$ cat src/rtl/fetch_pc_unit_pkg.sv
// Shared definitions for the fetch/PC stage: next-PC select encodings, FSM states and
// default PC vectors.
package fetch_pc_unit_pkg;

  localparam logic [1:0] PCSRC_INC = 2'b00;
  localparam logic [1:0] PCSRC_BR  = 2'b01;
  localparam logic [1:0] PCSRC_JMP = 2'b10;
  localparam logic [1:0] PCSRC_EXC = 2'b11;

  localparam logic [31:0] RESET_PC_DEFAULT   = 32'h0000_0000;
  localparam logic [31:0] EXC_VECTOR_DEFAULT = 32'h0000_0180;

  typedef enum logic {
    StIdle,
    StWait
  } fetch_state_e;

  function automatic logic [31:0] word_align(input logic [31:0] addr);
    return {addr[31:2], 2'b00};
  endfunction

endpackage

$ cat src/rtl/fetch_pc_unit_if.sv
// Instruction-memory read handshake between the fetch stage (master) and memory (slave).
interface fetch_pc_unit_if;
  logic        imem_req;
  logic [31:0] imem_addr;
  logic [31:0] imem_rdata;
  logic        imem_ack;

  modport master (
    output imem_req,
    output imem_addr,
    input  imem_rdata,
    input  imem_ack
  );

  modport slave (
    input  imem_req,
    input  imem_addr,
    output imem_rdata,
    output imem_ack
  );
endinterface

$ cat src/rtl/pc_next_mux.sv
// Next-PC target select with word-alignment masking and misalignment detect.
module pc_next_mux
  import fetch_pc_unit_pkg::*;
#(
  parameter logic [31:0] ExcVector = EXC_VECTOR_DEFAULT
) (
  input  logic [1:0]  pc_src_i,
  input  logic [31:0] pc_plus_inc_i,
  input  logic [31:0] branch_target_i,
  input  logic [31:0] jump_target_i,
  output logic [31:0] target_o,
  output logic        misalign_o
);

  logic [31:0] raw_target;

  always_comb begin
    raw_target = pc_plus_inc_i;
    unique case (pc_src_i)
      PCSRC_INC: raw_target = pc_plus_inc_i;
      PCSRC_BR:  raw_target = branch_target_i;
      PCSRC_JMP: raw_target = jump_target_i;
      PCSRC_EXC: raw_target = ExcVector;
      default:   raw_target = pc_plus_inc_i;
    endcase
  end

  assign target_o   = word_align(raw_target);
  assign misalign_o = |raw_target[1:0];

endmodule

$ cat src/rtl/fetch_pc_unit.sv
// Program counter and instruction-fetch stage: runs the imem read handshake, latches IR and
// applies control-FSM PC writes while idle.
module fetch_pc_unit
  import fetch_pc_unit_pkg::*;
#(
  parameter logic [31:0] RESET_PC   = RESET_PC_DEFAULT,
  parameter logic [31:0] EXC_VECTOR = EXC_VECTOR_DEFAULT
) (
  input  logic                   clk,
  input  logic                   rst_n,
  input  logic [31:0]            inc,
  input  logic                   start_fetch,
  fetch_pc_unit_if.master        imem,
  output logic [31:0]            ir,
  output logic                   fetch_done,
  output logic                   busy,
  output logic [31:0]            pc,
  output logic [31:0]            pc_plus_inc,
  input  logic                   pc_write,
  input  logic                   pc_write_cond,
  input  logic                   zero,
  input  logic [1:0]             pc_src,
  input  logic [31:0]            branch_target,
  input  logic [31:0]            jump_target,
  output logic                   misalign
);

  fetch_state_e state_q, state_d;
  logic [31:0]  pc_q, pc_d;
  logic [31:0]  ir_q, ir_d;
  logic         imem_req_q, imem_req_d;
  logic         fetch_done_q, fetch_done_d;
  logic         misalign_q, misalign_d;

  logic [31:0]  sel_target;
  logic         sel_misalign;

  assign pc_plus_inc = pc_q + inc;

  pc_next_mux #(
    .ExcVector (EXC_VECTOR)
  ) u_pc_next_mux (
    .pc_src_i        (pc_src),
    .pc_plus_inc_i   (pc_plus_inc),
    .branch_target_i (branch_target),
    .jump_target_i   (jump_target),
    .target_o        (sel_target),
    .misalign_o      (sel_misalign)
  );

  always_comb begin
    state_d      = state_q;
    pc_d         = pc_q;
    ir_d         = ir_q;
    imem_req_d   = imem_req_q;
    fetch_done_d = 1'b0;
    misalign_d   = 1'b0;
    unique case (state_q)
      StIdle: begin
        // A fetch request takes priority; any PC write in the same cycle is dropped.
        if (start_fetch) begin
          state_d    = StWait;
          imem_req_d = 1'b1;
        end else if (pc_write || (pc_write_cond && zero)) begin
          pc_d       = sel_target;
          misalign_d = sel_misalign;
        end
      end
      StWait: begin
        if (imem.imem_ack) begin
          ir_d         = imem.imem_rdata;
          pc_d         = pc_plus_inc;
          fetch_done_d = 1'b1;
          imem_req_d   = 1'b0;
          state_d      = StIdle;
        end
      end
      default: begin
        state_d    = StIdle;
        imem_req_d = 1'b0;
      end
    endcase
  end

  always_ff @(posedge clk or negedge rst_n) begin
    if (!rst_n) begin
      state_q      <= StIdle;
      pc_q         <= RESET_PC;
      ir_q         <= 32'h0;
      imem_req_q   <= 1'b0;
      fetch_done_q <= 1'b0;
      misalign_q   <= 1'b0;
    end else begin
      state_q      <= state_d;
      pc_q         <= pc_d;
      ir_q         <= ir_d;
      imem_req_q   <= imem_req_d;
      fetch_done_q <= fetch_done_d;
      misalign_q   <= misalign_d;
    end
  end

  assign imem.imem_req  = imem_req_q;
  assign imem.imem_addr = pc_q;
  assign pc             = pc_q;
  assign ir             = ir_q;
  assign fetch_done     = fetch_done_q;
  assign misalign       = misalign_q;
  assign busy           = (state_q == StWait);

endmodule

$ cat src/flat_wrapper.sv
// flat-port wrapper written by rule: the top's interface ports become plain ports
module fetch_pc_unit_flat import fetch_pc_unit_pkg::*;
#(
  parameter logic [31:0] RESET_PC   = RESET_PC_DEFAULT,
  parameter logic [31:0] EXC_VECTOR = EXC_VECTOR_DEFAULT
)
  (clk, rst_n, inc, start_fetch, ir, fetch_done, busy, pc, pc_plus_inc, pc_write, pc_write_cond, zero, pc_src, branch_target, jump_target, misalign, imem_imem_req, imem_imem_addr, imem_imem_rdata, imem_imem_ack);
  fetch_pc_unit_if imem_i ();
  input  logic clk;
  input  logic rst_n;
  input  logic [31:0] inc;
  input  logic start_fetch;
  output logic [31:0] ir;
  output logic fetch_done;
  output logic busy;
  output logic [31:0] pc;
  output logic [31:0] pc_plus_inc;
  input  logic pc_write;
  input  logic pc_write_cond;
  input  logic zero;
  input  logic [1:0] pc_src;
  input  logic [31:0] branch_target;
  input  logic [31:0] jump_target;
  output logic misalign;
  output wire logic [$bits(imem_i.imem_req)-1:0] imem_imem_req;
  output wire logic [$bits(imem_i.imem_addr)-1:0] imem_imem_addr;
  input wire logic [$bits(imem_i.imem_rdata)-1:0] imem_imem_rdata;
  input wire logic [$bits(imem_i.imem_ack)-1:0] imem_imem_ack;
  assign imem_imem_req = imem_i.imem_req;
  assign imem_imem_addr = imem_i.imem_addr;
  assign imem_i.imem_rdata = imem_imem_rdata;
  assign imem_i.imem_ack = imem_imem_ack;
  fetch_pc_unit #(.RESET_PC(RESET_PC), .EXC_VECTOR(EXC_VECTOR)) u_core (.clk(clk), .rst_n(rst_n), .inc(inc), .start_fetch(start_fetch), .imem(imem_i), .ir(ir), .fetch_done(fetch_done), .busy(busy), .pc(pc), .pc_plus_inc(pc_plus_inc), .pc_write(pc_write), .pc_write_cond(pc_write_cond), .zero(zero), .pc_src(pc_src), .branch_target(branch_target), .jump_target(jump_target), .misalign(misalign));
endmodule
$ cat config.mk
export PLATFORM = sky130hd
export DESIGN_NAME = fetch_pc_unit_flat
export DESIGN_NICKNAME = d
export VERILOG_FILES = /design/src/rtl/fetch_pc_unit_pkg.sv /design/src/rtl/fetch_pc_unit_if.sv /design/src/rtl/pc_next_mux.sv /design/src/rtl/fetch_pc_unit.sv /design/src/flat_wrapper.sv
export SDC_FILE = /design/constraint.sdc
export NUM_CORES = 1
export LEC_CHECK = 0
export CORE_ASPECT_RATIO = 0.8
export CORE_MARGIN = 8
export CORE_UTILIZATION = 42
export CTS_BUF_LIST = sky130_fd_sc_hd__clkbuf_2
export CTS_CLUSTER_SIZE = 28
export DETAILED_ROUTE_END_ITERATION = 8
export PLACE_DENSITY = 0.89
export SETUP_SLACK_MARGIN = 0.4
export SLEW_MARGIN = 0
export SYNTH_ARGS = -nofsm -noshare
export SYNTH_HDL_FRONTEND = slang
export SYNTH_SLANG_ARGS = --single-unit
$ cat constraint.sdc
create_clock -name clk -period 4.5 [get_ports clk]
set_clock_uncertainty 0.05 [all_clocks]
set_input_delay 0.675 -clock clk [delete_from_list [all_inputs] [get_ports clk]]
set_output_delay 0.675 -clock clk [all_outputs]
set_load 0.03 [all_outputs]
# == Yosys cells after proc, flatten, opt, wreduce, memory -nomap -nowiden ==
# Index checks and enable logic that the tools add are counted.
# word_totals
in_bits,137
out_inout_bits,132
word_cells,38
reg_bits,68
# op_classes
bitwise_logic,1
muxes,16
addsub,1
n_eq_ne,7
reduce_logical,7
# op_table
operator,count
one-hot mux 32 bit (4 select lines),1
2-to-1 mux 32 bit,3
one-hot mux 32 bit (2 select lines),1
adder 32 bit,1
2-to-1 mux 1 bit,9
"inequality test 2 bit, second input constant",3
"== test 2 bit, second input constant",2
one-hot mux 1 bit (2 select lines),2
AND reduction 2 bit,2
AND reduction 3 bit,1
"== test 2 x 1 -> 1 bit, second input constant",1
logical NOT 2 bit,1
"inequality test 2 x 1 -> 1 bit, second input constant",1
OR reduction 2 bit,1
logical AND 1 bit,1
logical OR 1 bit,1
inverter 1 bit,1

# == Longest topological paths before layout ==
# depth
depth_word,6
ltp_mapped,11
ltp_nobuf,11

# == Modules after synthesis ==
# A second synthesis with hierarchy kept.
# unflattened
hier_cells,588
area_unflattened_um2,5684.2
# modules_own_cells
mod,area_each_um2,seq_area_each_um2,n_inst,cells_each
fetch_pc_unit,4784.6,1701.6,1,508
pc_next_mux,899.6,0.0,1,80

# == Least setup slack after synthesis ==
# OpenSTA, ideal clock, no wires.
# synth_path
kind,input to output
from,input inc[0]
to,output pc_plus_inc[30]
path_buffers,0
path_slack_ns,0.495
required_ns,3.775
stages,11
arrival_time_ns,3.280
path_cell_list,ha_1 > inv_1 > fa_1 > and2b_2 > o2111ai_4 > a2111oi_4 > nor2_2 > o311ai_4 > a221o_1 > a21oi_1 > xnor2_1
# synth_between
elab_chain_len,1
# synth_lines
item,line_no,source
from (decl),flat_wrapper.sv:11,input logic [31:0] inc;
adder 32 bit,fetch_pc_unit.sv:38,assign pc_plus_inc = pc_q + inc;
to (decl),flat_wrapper.sv:17,output logic [31:0] pc_plus_inc;
# Every way passes these cells.

# == Worst setup path in the final report ==
# layout_path
from,input inc[4]
to,output pc_plus_inc[30]
# Same word-level chain as after synthesis.

==> impl_metrics.yaml <==
status:
  outcome: "complete, no violations"
worst_hold_path:
  hp-class: "in -> async"
sta:
  fmax_mhz: 241
  hold_violations: 0
  tightest_slew_ns: 0.938
  setup_viol: 0
  post-route-period-util: 0.921
  fin_setup_tns_ns: 0
  rsz0062_at_grt: "true"
  drv_slew: 0
  slew_headroom: 0.375
  fin_crit_ns: 4.14
  timing.hold.ws_ns: 0.124
clock_tree:
  ctsHtreeMaxLevel: 3
  worstSkewPairLatency_ns: 0.56
  cts_buffer_depth: 2
  cts_made_buffers: 9
  cts_tree: "yes"
  root_buffer: "clkbuf_2"
  clkTransAtPathRegs_ns: 0.28
  cts_sinks: 68
critical_path:
  crit_chain: "clkdlybuf4s50_1 > ha_1 > a21o_1 > a21oi_1 > a2111oi_4 > nor2_4 > o311ai_4 > a221o_1 > a21oi_1 > xnor2_1 > buf_4"
  cp_max_fo: 5
  cp_num_cells: 11
  cpPeakStageDelay_ns: 0.42
  arrival_ns: 3.42
  setup.worst_path.start_class: "input pin"
  r2r-start: "u_core.imem.imem_addr[0]"
  crit_family: "compound AO/OA/AOI/OAI gates"
  crit_path_end_kind: "primary output"
  reg2reg_depth: 13
  cp-startpoint: "inc[4]"
  crit_path_end: "pc_plus_inc[30]"
  crit_buf_inv: 2
  ff2ff_setup_slack_ns: 1.35
  cp_data_required_time_ns: 3.77
  rr_endpoint: "u_core.imem.imem_addr[14]"
  path_class: "in -> out"
  crit_slowest_cell: "clkdlybuf4s50_1"
  cpMostUsedCell: "a21oi_1"
yosys:
  yosys_warnings: 0
  synth_edf_count: 0
  synthArstFlopShare: 1.00
  netlist_area_um2: 5460
  synth_ff_type: "dfrtp_1"
  avgSynthCellArea_um2: 8.75
  netlist_instances: 624
  ys_types: 68
  synth_nets: 793
  ys_seq_area_frac: 0.312
  synth-seq-cells: 68
grt:
  antenna_found_initial: 1
  grt_usage: 0.252
  grt_pass1_vias: 6035
  grt_pass1_wl_um: 33500
  gr-total-overflow: 0
  grt_max_degree: 69
power:
  combPwrFrac: 0.786
  power.share.switching: 0.538
  leakagePower_nw: 3.48
  sequentialPowerShare: 0.152
  clockPowerShare: 0.061
  p_per_area_nw_per_um2: 820
  ir_drop_uv: 435
  p_int_mw: 3.20
  design_power_total_mw: 6.93
  switching_power_mw: 3.73
floorplanning:
  num_rows: 37
  die_h_um: 118
  core_region_area_um2: 12800
  die_w_um: 143
  die-area_um2: 16900
  ios: 269
  initial_core_util: 0.427
cells_and_area:
  final_util: 0.662
  drive_gt1_frac: 0.144
  syn_to_final_growth_pct: 54.8
  fin_nets: 1034
route:
  antenna_left: 0
  totalWireLength_um: 22300
  vias: 6018
  drc: 0
  drt-initial-drc-count: 558
  dr.pass1.iters: 7
  wl_per_cell_um: 21.3
  routed_via_density: 5.75
run:
  drv_cap: 0
place:
  portBuffers: 268
  gp_congestion: 0.906
  dp_hpwl_um: 17200
-- what timing repair did --
| action | in CTS | in global routing |
|---|---|---|
| setup endpoints to repair | 19 | 18 |
| gates resized for setup | 22 | 23 |
| setup buffers | 5 | 5 |
| hold buffers | 0 | 0 |
| pin swaps | 9 | 4 |
-- worst register-to-register path, stage by stage (launching register included) --
cell and delay, ns:
dfrtp_2 0.45, ha_4 0.14, inv_2 0.04, fa_2 0.37, and2b_2 0.28, o2111ai_4 0.18, a2111oi_4 0.38, nor2_4 0.10
buf_4 0.15, buf_4 0.15, xnor2_2 0.17, a22o_1 0.25, a222oi_1 0.26, a21oi_1 0.12
-- logic make-up after synthesis --
group                      count (synthesis)  synth area share
AOI/OAI and AO/OA                        204             0.265
xor gates and xnor gates                  30            0.0481
adders and majority gates                 32            0.0747
buffers and inverters                     84            0.0809
DFF                                       68             0.312
muxes                                     37            0.0752
and+or+nand+nor                          169             0.144
-- per-layer routing --
layer,GRT usage,share of wire,up-vias
met1,0.293,0.39,2829
met2,0.422,0.47,390
met4,0.0774,0.022,0
met3,0.0900,0.12,43
li1,-,-,2756
met5,0,0,-
-- through the flow --
step,area (um^2),setup WS (ns),std cells
after floorplan,5460,0.495,624
after global placement,8120,0.117,1019
after detailed placement,8120,0.0837,1019
after CTS,8320,0.339,1040
after global routing,8450,0.206,1046
final,8450,0.357,1046
-- power by group through the flow --
| stage | Sequential, mW | Combinational, mW | Clock [mW] |
|---|---|---|---|
| 2_1_floorplan | 1.45 | 2.96 | 0 |
| 3_3_place_gp | 1.05 | 5.20 | 0 |
| 3_5_place_dp | 1.07 | 5.26 | 0 |
| 4_1_cts | 1.06 | 5.29 | 0.436 |
| 5_1_grt | 1.09 | 5.75 | 0.457 |
| 6_report | 1.06 | 5.45 | 0.425 |
-- registers in the layout, indices dropped and copies added, names as in the netlist --
signal	cells
u_core.busy	1
u_core.fetch_done	1
u_core.imem.imem_addr	32
u_core.imem.imem_req	1
u_core.ir	32
u_core.misalign	1
-- cell usage in the layout, fill, tap and decap left out, types with 7 or more instances in the layout --
master and instances:
nand4_1 7, dfrtp_1 66, a21o_1 11, buf_4 34
inv_1 18, o211ai_1 8, clkbuf_2 9, nor3_1 11
mux2_2 32, nand3_1 11, o21ai_0 29, ha_1 24
xnor2_1 15, o21a_1 10, a22o_1 7, a22oi_1 17
nor2_1 62, xor2_1 10, dlygate4sd2_1 10, a21oi_1 55
nand2_1 46, clkdlybuf4s50_1 243
-- Yosys cell counts (all sizes together) (5+ instances only) --
| library cell | instances | area share |
|---|---|---|
| nor3 | 12 | 0.012 |
| ha | 31 | 0.071 |
| o211ai | 8 | 0.011 |
| a22o | 7 | 0.011 |
| nor2 | 63 | 0.044 |
| o21a | 10 | 0.014 |
| buf | 38 | 0.049 |
| inv | 19 | 0.013 |
| nand4 | 7 | 0.0080 |
| a222oi | 6 | 0.011 |
| a22oi | 17 | 0.023 |
| nand3 | 11 | 0.010 |
| a31oi | 7 | 0.0092 |
| dfrtp | 68 | 0.31 |
| nand2 | 46 | 0.032 |
| o21bai | 5 | 0.0069 |
| mux2 | 32 | 0.066 |
| mux2i | 5 | 0.0092 |
| a21o | 11 | 0.015 |
| xnor2 | 18 | 0.029 |
| o21ai | 34 | 0.031 |
| clkbuf | 26 | 0.018 |
| a21oi | 59 | 0.054 |
| xor2 | 12 | 0.019 |
-- worst min-delay path by stage --
stage	from	to	slack, ns	cells after the start
2_1_floorplan	rst_n	u_core.busy	0.33	0
3_3_place_gp	u_core.ir[3]	u_core.ir[3]	0.44	1
3_5_place_dp	u_core.ir[0]	u_core.ir[0]	0.44	1
4_1_cts	rst_n	u_core.imem.imem_addr[11]	0.14	1
5_1_grt	rst_n	u_core.imem.imem_addr[9]	0.17	1
6_report	rst_n	u_core.imem.imem_addr[9]	0.12	1
-- final cells by class --
cell class / instances / area [um^2]
Inverter: 20 / 75.1
Sequential cell: 68 / 1700
Multi-Input combinational cell: 472 / 3450
Fill cell: 1038 / 4320
Antenna cell: 1 / 2.50
Clock inverter: 7 / 81.3
Clock buffer: 9 / 45.0
Timing Repair Buffer: 294 / 2880
Tap cell: 175 / 219
Power figures use the tool's default switching activity.
